===== config.mk =====
export PLATFORM = sky130hd
export DESIGN_NAME = cnu_min_tracker_serial_flat
export DESIGN_NICKNAME = d
export VERILOG_FILES = /design/src/rtl/cnu_min_tracker_serial_if.sv /design/src/rtl/cnu_min_tracker_serial.sv /design/src/flat_wrapper.sv
export SDC_FILE = /design/constraint.sdc
export NUM_CORES = 1
export LEC_CHECK = 0
export BUFFER_PORTS_ARGS = -buffer_cell sky130_fd_sc_hd__buf_2
export CAP_MARGIN = 20
export CORE_MARGIN = 3
export CORE_UTILIZATION = 54
export DETAILED_ROUTE_END_ITERATION = 10
export GPL_ROUTABILITY_DRIVEN = 1
export PLACE_DENSITY = 0.7
export RECOVER_POWER = 100
export SYNTH_ARGS = -nofsm -noshare
export SYNTH_HDL_FRONTEND = slang
export SYNTH_SLANG_ARGS = --single-unit

===== constraint.sdc =====
create_clock -name sys_clk -period 8.5 [get_ports sys_clk]
set_input_delay 0.85 -clock sys_clk [delete_from_list [all_inputs] [get_ports sys_clk]]
set_output_delay 0.85 -clock sys_clk [all_outputs]
set_load 0.02 [all_outputs]

===== src/rtl/cnu_min_tracker_serial_if.sv =====
// Beat-stream and result handshake bundle for the serial check-node min1/min2 tracker.
// valid/ready: a transfer happens on a rising edge where valid && ready; the source holds its payload until then.
interface cnu_min_tracker_serial_if #(
   parameter int QUAN_SIZE          = 3,
   parameter int LANES              = 2,
   parameter int MIN_INDEX_BITWIDTH = 4
);
   logic                          in_valid;
   logic                          in_ready;
   logic [LANES*QUAN_SIZE-1:0]    in_msg;
   logic                          out_valid;
   logic                          out_ready;
   logic [QUAN_SIZE-1:0]          m1;
   logic [QUAN_SIZE-1:0]          m2;
   logic [MIN_INDEX_BITWIDTH-1:0] min_1_index;
   logic [MIN_INDEX_BITWIDTH-1:0] min_2_index;

   modport master (
      output in_valid, in_msg, out_ready,
      input  in_ready, out_valid, m1, m2, min_1_index, min_2_index
   );

   modport slave (
      input  in_valid, in_msg, out_ready,
      output in_ready, out_valid, m1, m2, min_1_index, min_2_index
   );
endinterface


===== src/rtl/cnu_min_tracker_serial.sv =====
// Partial-parallel min1/min2 finder: folds LANES messages per beat into a running (value, index)
// ordered pair and publishes the row result through a registered valid/ready slot.
module cnu_min_tracker_serial #(
   parameter int CN_DEGREE          = 10,
   parameter int QUAN_SIZE          = 3,
   parameter int LANES              = 2,
   parameter int MIN_INDEX_BITWIDTH = $clog2(CN_DEGREE)
) (
   input logic                    sys_clk,
   input logic                    rstn,
   input logic                    sync_clr,
   cnu_min_tracker_serial_if.slave bus
);

   localparam int BEATS  = (CN_DEGREE + LANES - 1) / LANES;
   localparam int BEAT_W = (BEATS > 1) ? $clog2(BEATS) : 1;
   localparam int IW     = MIN_INDEX_BITWIDTH;
   localparam int QW     = QUAN_SIZE;

   typedef struct packed {
      logic          v1;
      logic [QW-1:0] m1;
      logic [IW-1:0] i1;
      logic          v2;
      logic [QW-1:0] m2;
      logic [IW-1:0] i2;
   } pair_t;

   function automatic logic ranks_before(input logic [QW-1:0] va, input logic [IW-1:0] ia,
                                         input logic [QW-1:0] vb, input logic [IW-1:0] ib);
      return (va < vb) || ((va == vb) && (ia < ib));
   endfunction

   // Insert one candidate into an ordered pair; ties go to the lower index.
   function automatic pair_t insert(input pair_t p, input logic [QW-1:0] v, input logic [IW-1:0] i);
      pair_t r;
      r = p;
      if (!p.v1 || ranks_before(v, i, p.m1, p.i1)) begin
         r.v2 = p.v1;
         r.m2 = p.m1;
         r.i2 = p.i1;
         r.v1 = 1'b1;
         r.m1 = v;
         r.i1 = i;
      end else if (!p.v2 || ranks_before(v, i, p.m2, p.i2)) begin
         r.v2 = 1'b1;
         r.m2 = v;
         r.i2 = i;
      end
      return r;
   endfunction

   logic [BEAT_W-1:0] beat_cnt_q, beat_cnt_d;
   pair_t             run_q, run_d;
   logic              out_valid_q, out_valid_d;
   logic [QW-1:0]     m1_q, m1_d, m2_q, m2_d;
   logic [IW-1:0]     i1_q, i1_d, i2_q, i2_d;

   logic  last_beat;
   logic  in_ready;
   logic  accept;
   logic  load;
   pair_t beat_p;
   pair_t seed_p;
   pair_t merged_p;

   assign last_beat = (beat_cnt_q == BEAT_W'(BEATS - 1));
   assign in_ready  = !(last_beat && out_valid_q && !bus.out_ready);
   assign accept    = bus.in_valid && in_ready;

   // Lanes past CN_DEGREE on the final beat never enter the ordering.
   always_comb begin
      beat_p = '0;
      for (int k = 0; k < LANES; k++) begin
         if (int'(beat_cnt_q) * LANES + k < CN_DEGREE) begin
            beat_p = insert(beat_p, bus.in_msg[k*QW +: QW], IW'(int'(beat_cnt_q) * LANES + k));
         end
      end
      seed_p   = (beat_cnt_q == '0) ? '0 : run_q;
      merged_p = seed_p;
      if (beat_p.v1) merged_p = insert(merged_p, beat_p.m1, beat_p.i1);
      if (beat_p.v2) merged_p = insert(merged_p, beat_p.m2, beat_p.i2);
   end

   always_comb begin
      beat_cnt_d = beat_cnt_q;
      run_d      = run_q;
      m1_d       = m1_q;
      m2_d       = m2_q;
      i1_d       = i1_q;
      i2_d       = i2_q;
      load       = 1'b0;
      if (sync_clr) begin
         beat_cnt_d = '0;
         run_d      = '0;
      end else if (accept) begin
         if (last_beat) begin
            beat_cnt_d = '0;
            run_d      = '0;
            load       = 1'b1;
            m1_d       = merged_p.m1;
            m2_d       = merged_p.m2;
            i1_d       = merged_p.i1;
            i2_d       = merged_p.i2;
         end else begin
            beat_cnt_d = beat_cnt_q + BEAT_W'(1);
            run_d      = merged_p;
         end
      end
      if (load) begin
         out_valid_d = 1'b1;
      end else if (out_valid_q && bus.out_ready) begin
         out_valid_d = 1'b0;
      end else begin
         out_valid_d = out_valid_q;
      end
   end

   always_ff @(posedge sys_clk or negedge rstn) begin
      if (!rstn) begin
         beat_cnt_q  <= '0;
         run_q       <= '0;
         out_valid_q <= 1'b0;
         m1_q        <= '0;
         m2_q        <= '0;
         i1_q        <= '0;
         i2_q        <= '0;
      end else begin
         beat_cnt_q  <= beat_cnt_d;
         run_q       <= run_d;
         out_valid_q <= out_valid_d;
         m1_q        <= m1_d;
         m2_q        <= m2_d;
         i1_q        <= i1_d;
         i2_q        <= i2_d;
      end
   end

   assign bus.in_ready    = in_ready;
   assign bus.out_valid   = out_valid_q;
   assign bus.m1          = m1_q;
   assign bus.m2          = m2_q;
   assign bus.min_1_index = i1_q;
   assign bus.min_2_index = i2_q;

endmodule


===== src/flat_wrapper.sv =====
// flat-port wrapper written by rule: the top's interface ports become plain ports
module cnu_min_tracker_serial_flat 
#(
   parameter int CN_DEGREE          = 10,
   parameter int QUAN_SIZE          = 3,
   parameter int LANES              = 2,
   parameter int MIN_INDEX_BITWIDTH = $clog2(CN_DEGREE)
)
  (sys_clk, rstn, sync_clr, bus_in_valid, bus_in_msg, bus_out_ready, bus_in_ready, bus_out_valid, bus_m1, bus_m2, bus_min_1_index, bus_min_2_index);
  cnu_min_tracker_serial_if #(.QUAN_SIZE(QUAN_SIZE), .LANES(LANES), .MIN_INDEX_BITWIDTH(MIN_INDEX_BITWIDTH)) bus_i ();
  input logic sys_clk;
  input logic rstn;
  input logic sync_clr;
  input wire logic [$bits(bus_i.in_valid)-1:0] bus_in_valid;
  input wire logic [$bits(bus_i.in_msg)-1:0] bus_in_msg;
  input wire logic [$bits(bus_i.out_ready)-1:0] bus_out_ready;
  output wire logic [$bits(bus_i.in_ready)-1:0] bus_in_ready;
  output wire logic [$bits(bus_i.out_valid)-1:0] bus_out_valid;
  output wire logic [$bits(bus_i.m1)-1:0] bus_m1;
  output wire logic [$bits(bus_i.m2)-1:0] bus_m2;
  output wire logic [$bits(bus_i.min_1_index)-1:0] bus_min_1_index;
  output wire logic [$bits(bus_i.min_2_index)-1:0] bus_min_2_index;
  assign bus_i.in_valid = bus_in_valid;
  assign bus_i.in_msg = bus_in_msg;
  assign bus_i.out_ready = bus_out_ready;
  assign bus_in_ready = bus_i.in_ready;
  assign bus_out_valid = bus_i.out_valid;
  assign bus_m1 = bus_i.m1;
  assign bus_m2 = bus_i.m2;
  assign bus_min_1_index = bus_i.min_1_index;
  assign bus_min_2_index = bus_i.min_2_index;
  cnu_min_tracker_serial #(.CN_DEGREE(CN_DEGREE), .QUAN_SIZE(QUAN_SIZE), .LANES(LANES), .MIN_INDEX_BITWIDTH(MIN_INDEX_BITWIDTH)) u_core (.sys_clk(sys_clk), .rstn(rstn), .sync_clr(sync_clr), .bus(bus_i));
endmodule

==> impl_results.md <==
* Status: finished, violations left
* Max Root-Sink Buffers at 2
* Depth of the most critical reg-to-reg path at 24
* Synth area leader: dfrtp_1
* Share of cells above drive strength 1 at under 10%
* Multiplexer share of the synthesized area at 2.05%
* Max_cap viols at 1
* Setup crit start kind: register
* Max FO, Critical Path at 21
* Post-cts sizing count at 0
* Crit share post-route at about 80%
* Skew final at roughly 0.0053 ns
* RSZ-0062 raised after global routing: no
* Yosys cell types at 61
* Levels on crit path at 24
* Peak VDD IR at 117 µV
* Max-slew violation count at 35
* Clk sinks at 34
* Worst Hold Depth at 2
* Rel. slew slack at -25.2%
* Setup ws final at about 1.7 ns
* Tmin final at 6.82 ns
* Setup repair bufs after CTS at 0
* Fin util at between 60% and 70%
* Final hold violations at 0
* Area fraction in compound gates after synthesis at between 20 and 30%
* Part of the Yosys area used for sequential elements at between 20% and 30%
* CP delay by family, top: compound AO/OA/AOI/OAI gates
* RD Place Congestion at around 1.0
* Grt met3 use at 5.76%
* Worst-path clk slew at about 0.080 ns
* Routed WL per cell at roughly 19 µm
* Met2 GRT Util at slightly below 50%
* Area grow syn2layout at 6.31%
* Register bit total from synthesis at 34
* Antenna diode count at 0
* CTS Hold Bufs at 0
* Initial antenna violation count at 0
* Leak at 1.45 nW
* WP buf/inv at 1
* WP data arrival at about 7 ns
* Vias in the first global route at between 2000 and 3000
* Worst path cell trace: o21ai_0 -> buf_4 -> nand2_1 -> ha_1 -> and3b_1 -> nor2_1 -> nand2_1 -> a21oi_1 -> ha_1 -> nor3b_1 -> nor2_1 -> o22ai_1 -> a21oi_1 -> a21oi_1 -> ha_1 -> nor2b_1 -> o21ai_0 -> nand2b_1 -> nand3_1 -> o211ai_2 -> o21ai_0 -> nor4_1 -> a31oi_1 -> a32o_1
* Die Ht at a little over 80 µm
* M1 GR Usage at between 30% and 40%
* Most frequent cell after synthesis: nand2_1
* Residual DRC count at 0
* Req. time, crit path at 8.68 ns
* Grt ovf at 0
* PortBufs at 26
* H-tree Lvls at 2
* Post-synth top cells: nand2_1, dfrtp_1, o21ai_0
* Primary FF master, synth: dfrtp_1
* Worst hold path class: reg -> reg
* Largest family of logic cells by synthesized area: compound AO/OA/AOI/OAI gates
* WS Path Type: reg -> reg
* F_max at approximately 150 MHz
* Async set or reset register ratio after synthesis at 100%
* Worst hold slack at between 0.4 and 0.5 ns
* Avg Vias per Cell at roughly 6.6
* YS warnings at 0
* Initial DRC count at 361
* Worst Setup End Kind: register
* Final Setup Violations at 0
* Worst-skew pair later-pin latency at 0.30 ns
* Worst-Margin Slew at ~1.9 ns
* Syn avg cell area at around 7.9 µm²
* Place WS at ~2.3 ns
* Final wirelength at 9250 µm
* First-pass DRT Iterations at 8
* Die area at around 6600 µm²
* Die Wd at between 80 and 90 µm
* Detail Placement HPWL at just under 7000 µm
* Slowest CP cell: a21oi_1
* Xor/xnor share of the synthesized area at 0%
* I/O pin total at 27
* Num rows at 26
* Core area at around 5300 µm²
* Starting Density at between 50% and 60%
* Post-Synth Simple-Gate Area at between 20% and 30%
* CP peak stage delay at roughly 0.63 ns
* P per Cell Area at approximately 180 nW/µm²
* Yosys top cell area share at between 20% and 30%
* DR vias at around 3200
* Filler cells at slightly above 500
* Root buf cell: clkbuf_8
* Pin count of the biggest net entering global routing at 35
* Total track usage at around 30%
* First-pass GRT wire length at ~15000 µm
* Synth Area in Adders at around 11%
* Final setup TNS at 0 ns
* Post-synthesis net count at 424
* Failing checks: capacitance limit, slew limit
* CTS buffer count at 5
* Post-Syn Instances at just under 400
* GRT busiest layer: met2
* CTS tree: yes
* Final net count at approximately 440
* Number of flops mapped to enable cells by yosys at 0
* Ranking of synthesized cells by area: dfrtp_1, ha_1, nand2_1, o21ai_0, a21oi_1
* Synth Cell Area at between 3000 and 4000 µm²
* Remaining antenna violation count at 0
[state kept, by name, summed over array words and instances (netlist names)]
register	flops
u_core.beat_cnt_q	3
u_core.bus.min_1_index	4
u_core.run_q	16
u_core.bus.min_2_index	4
u_core.bus.m2	3
u_core.bus.out_valid	1
u_core.bus.m1	3
[kinds of logic after synthesis]
logic type | after synthesis
buffers and inverters | 29
and+or+nand+nor | 157
AOI/OAI and AO/OA | 133
DFF | 34
muxes | 6
adders and majority gates | 27
[where the power goes]
| group | total (W) | internal [W] | switching (W) |
|---|---|---|---|
| clock network | 0.000134 | 0.0000652 | 0.0000693 |
| logic | 0.000259 | 0.0000894 | 0.000169 |
| registers | 0.000203 | 0.000184 | 0.0000189 |
| total | 0.000596 | 0.000338 | 0.000257 |
[worst register-to-register path, cell delays in order, from the launching register on]
cell,delay (ns)
dfrtp_1,0.50
o21ai_0,0.20
buf_4,0.29
nand2_1,0.10
ha_1,0.32
and3b_1,0.27
nor2_1,0.44
nand2_1,0.12
a21oi_1,0.38
ha_1,0.34
nor3b_1,0.15
nor2_1,0.10
o22ai_1,0.17
a21oi_1,0.64
a21oi_1,0.22
ha_1,0.36
nor2b_1,0.16
o21ai_0,0.12
nand2b_1,0.13
nand3_1,0.10
o211ai_2,0.63
o21ai_0,0.31
nor4_1,0.26
a31oi_1,0.11
a32o_1,0.30
[metal layers]
layer  vias to the layer above  wire length (µm)  part of all wire (%)
met5                         -                 0                     0
met3                        38               722                   7.8
met1                      1490              3970                    43
met4                         0               297                   3.2
li1                       1459                 -                     -
met2                       173              4270                    46
[stage by stage]
stage                     instance area [µm²]  power, W  cells
final                                    3240  0.000596    476
after global routing                     3240  0.000627    476
after CTS                                3290  0.000594    476
after detailed placement                 3190  0.000460    468
after global placement                   3190  0.000457    468
after floorplan                          3050  0.000389    386
[final timing paths]
kind                            slack, ns               end                 start
worst max register to register       1.68   u_core.run_q[2]  u_core.beat_cnt_q[0]
worst min register to register       0.48  u_core.bus.m1[2]      u_core.bus.m1[2]
max in group asynchronous            6.36  u_core.run_q[13]                  rstn
worst max-delay path                 1.68   u_core.run_q[2]  u_core.beat_cnt_q[0]
min in group asynchronous            1.05  u_core.bus.m2[1]                  rstn
worst min-delay path                 0.48  u_core.bus.m1[2]      u_core.bus.m1[2]
[layout by cell type (no fill, tap or decap), types with 4 or more instances in the layout]
cell,count
nand2_1,64
o21ai_0,34
dfrtp_1,34
nor2_1,31
a21oi_1,31
ha_1,27
clkbuf_1,18
inv_1,12
nor3_1,9
nand3_1,9
buf_2,9
o211ai_1,8
a31oi_1,8
a22o_1,7
nand2b_1,6
a21o_1,6
o21a_1,6
clkbuf_8,6
and2_1,5
nor2b_1,5
nand4_1,4
mux2i_1,4
or3_1,4
[final cells by class]
cell class	instances	area [µm²]	share of cell area, %
clock inverters	2	12.5	0.386
flip-flops and latches	34	851	26.2
repair buffers	29	128	3.93
inverters	12	45.0	1.39
multi-input cells	323	2040	62.8
well taps	70	87.6	2.70
clock buffers	6	82.6	2.55
Power figures use the tool's default switching activity.
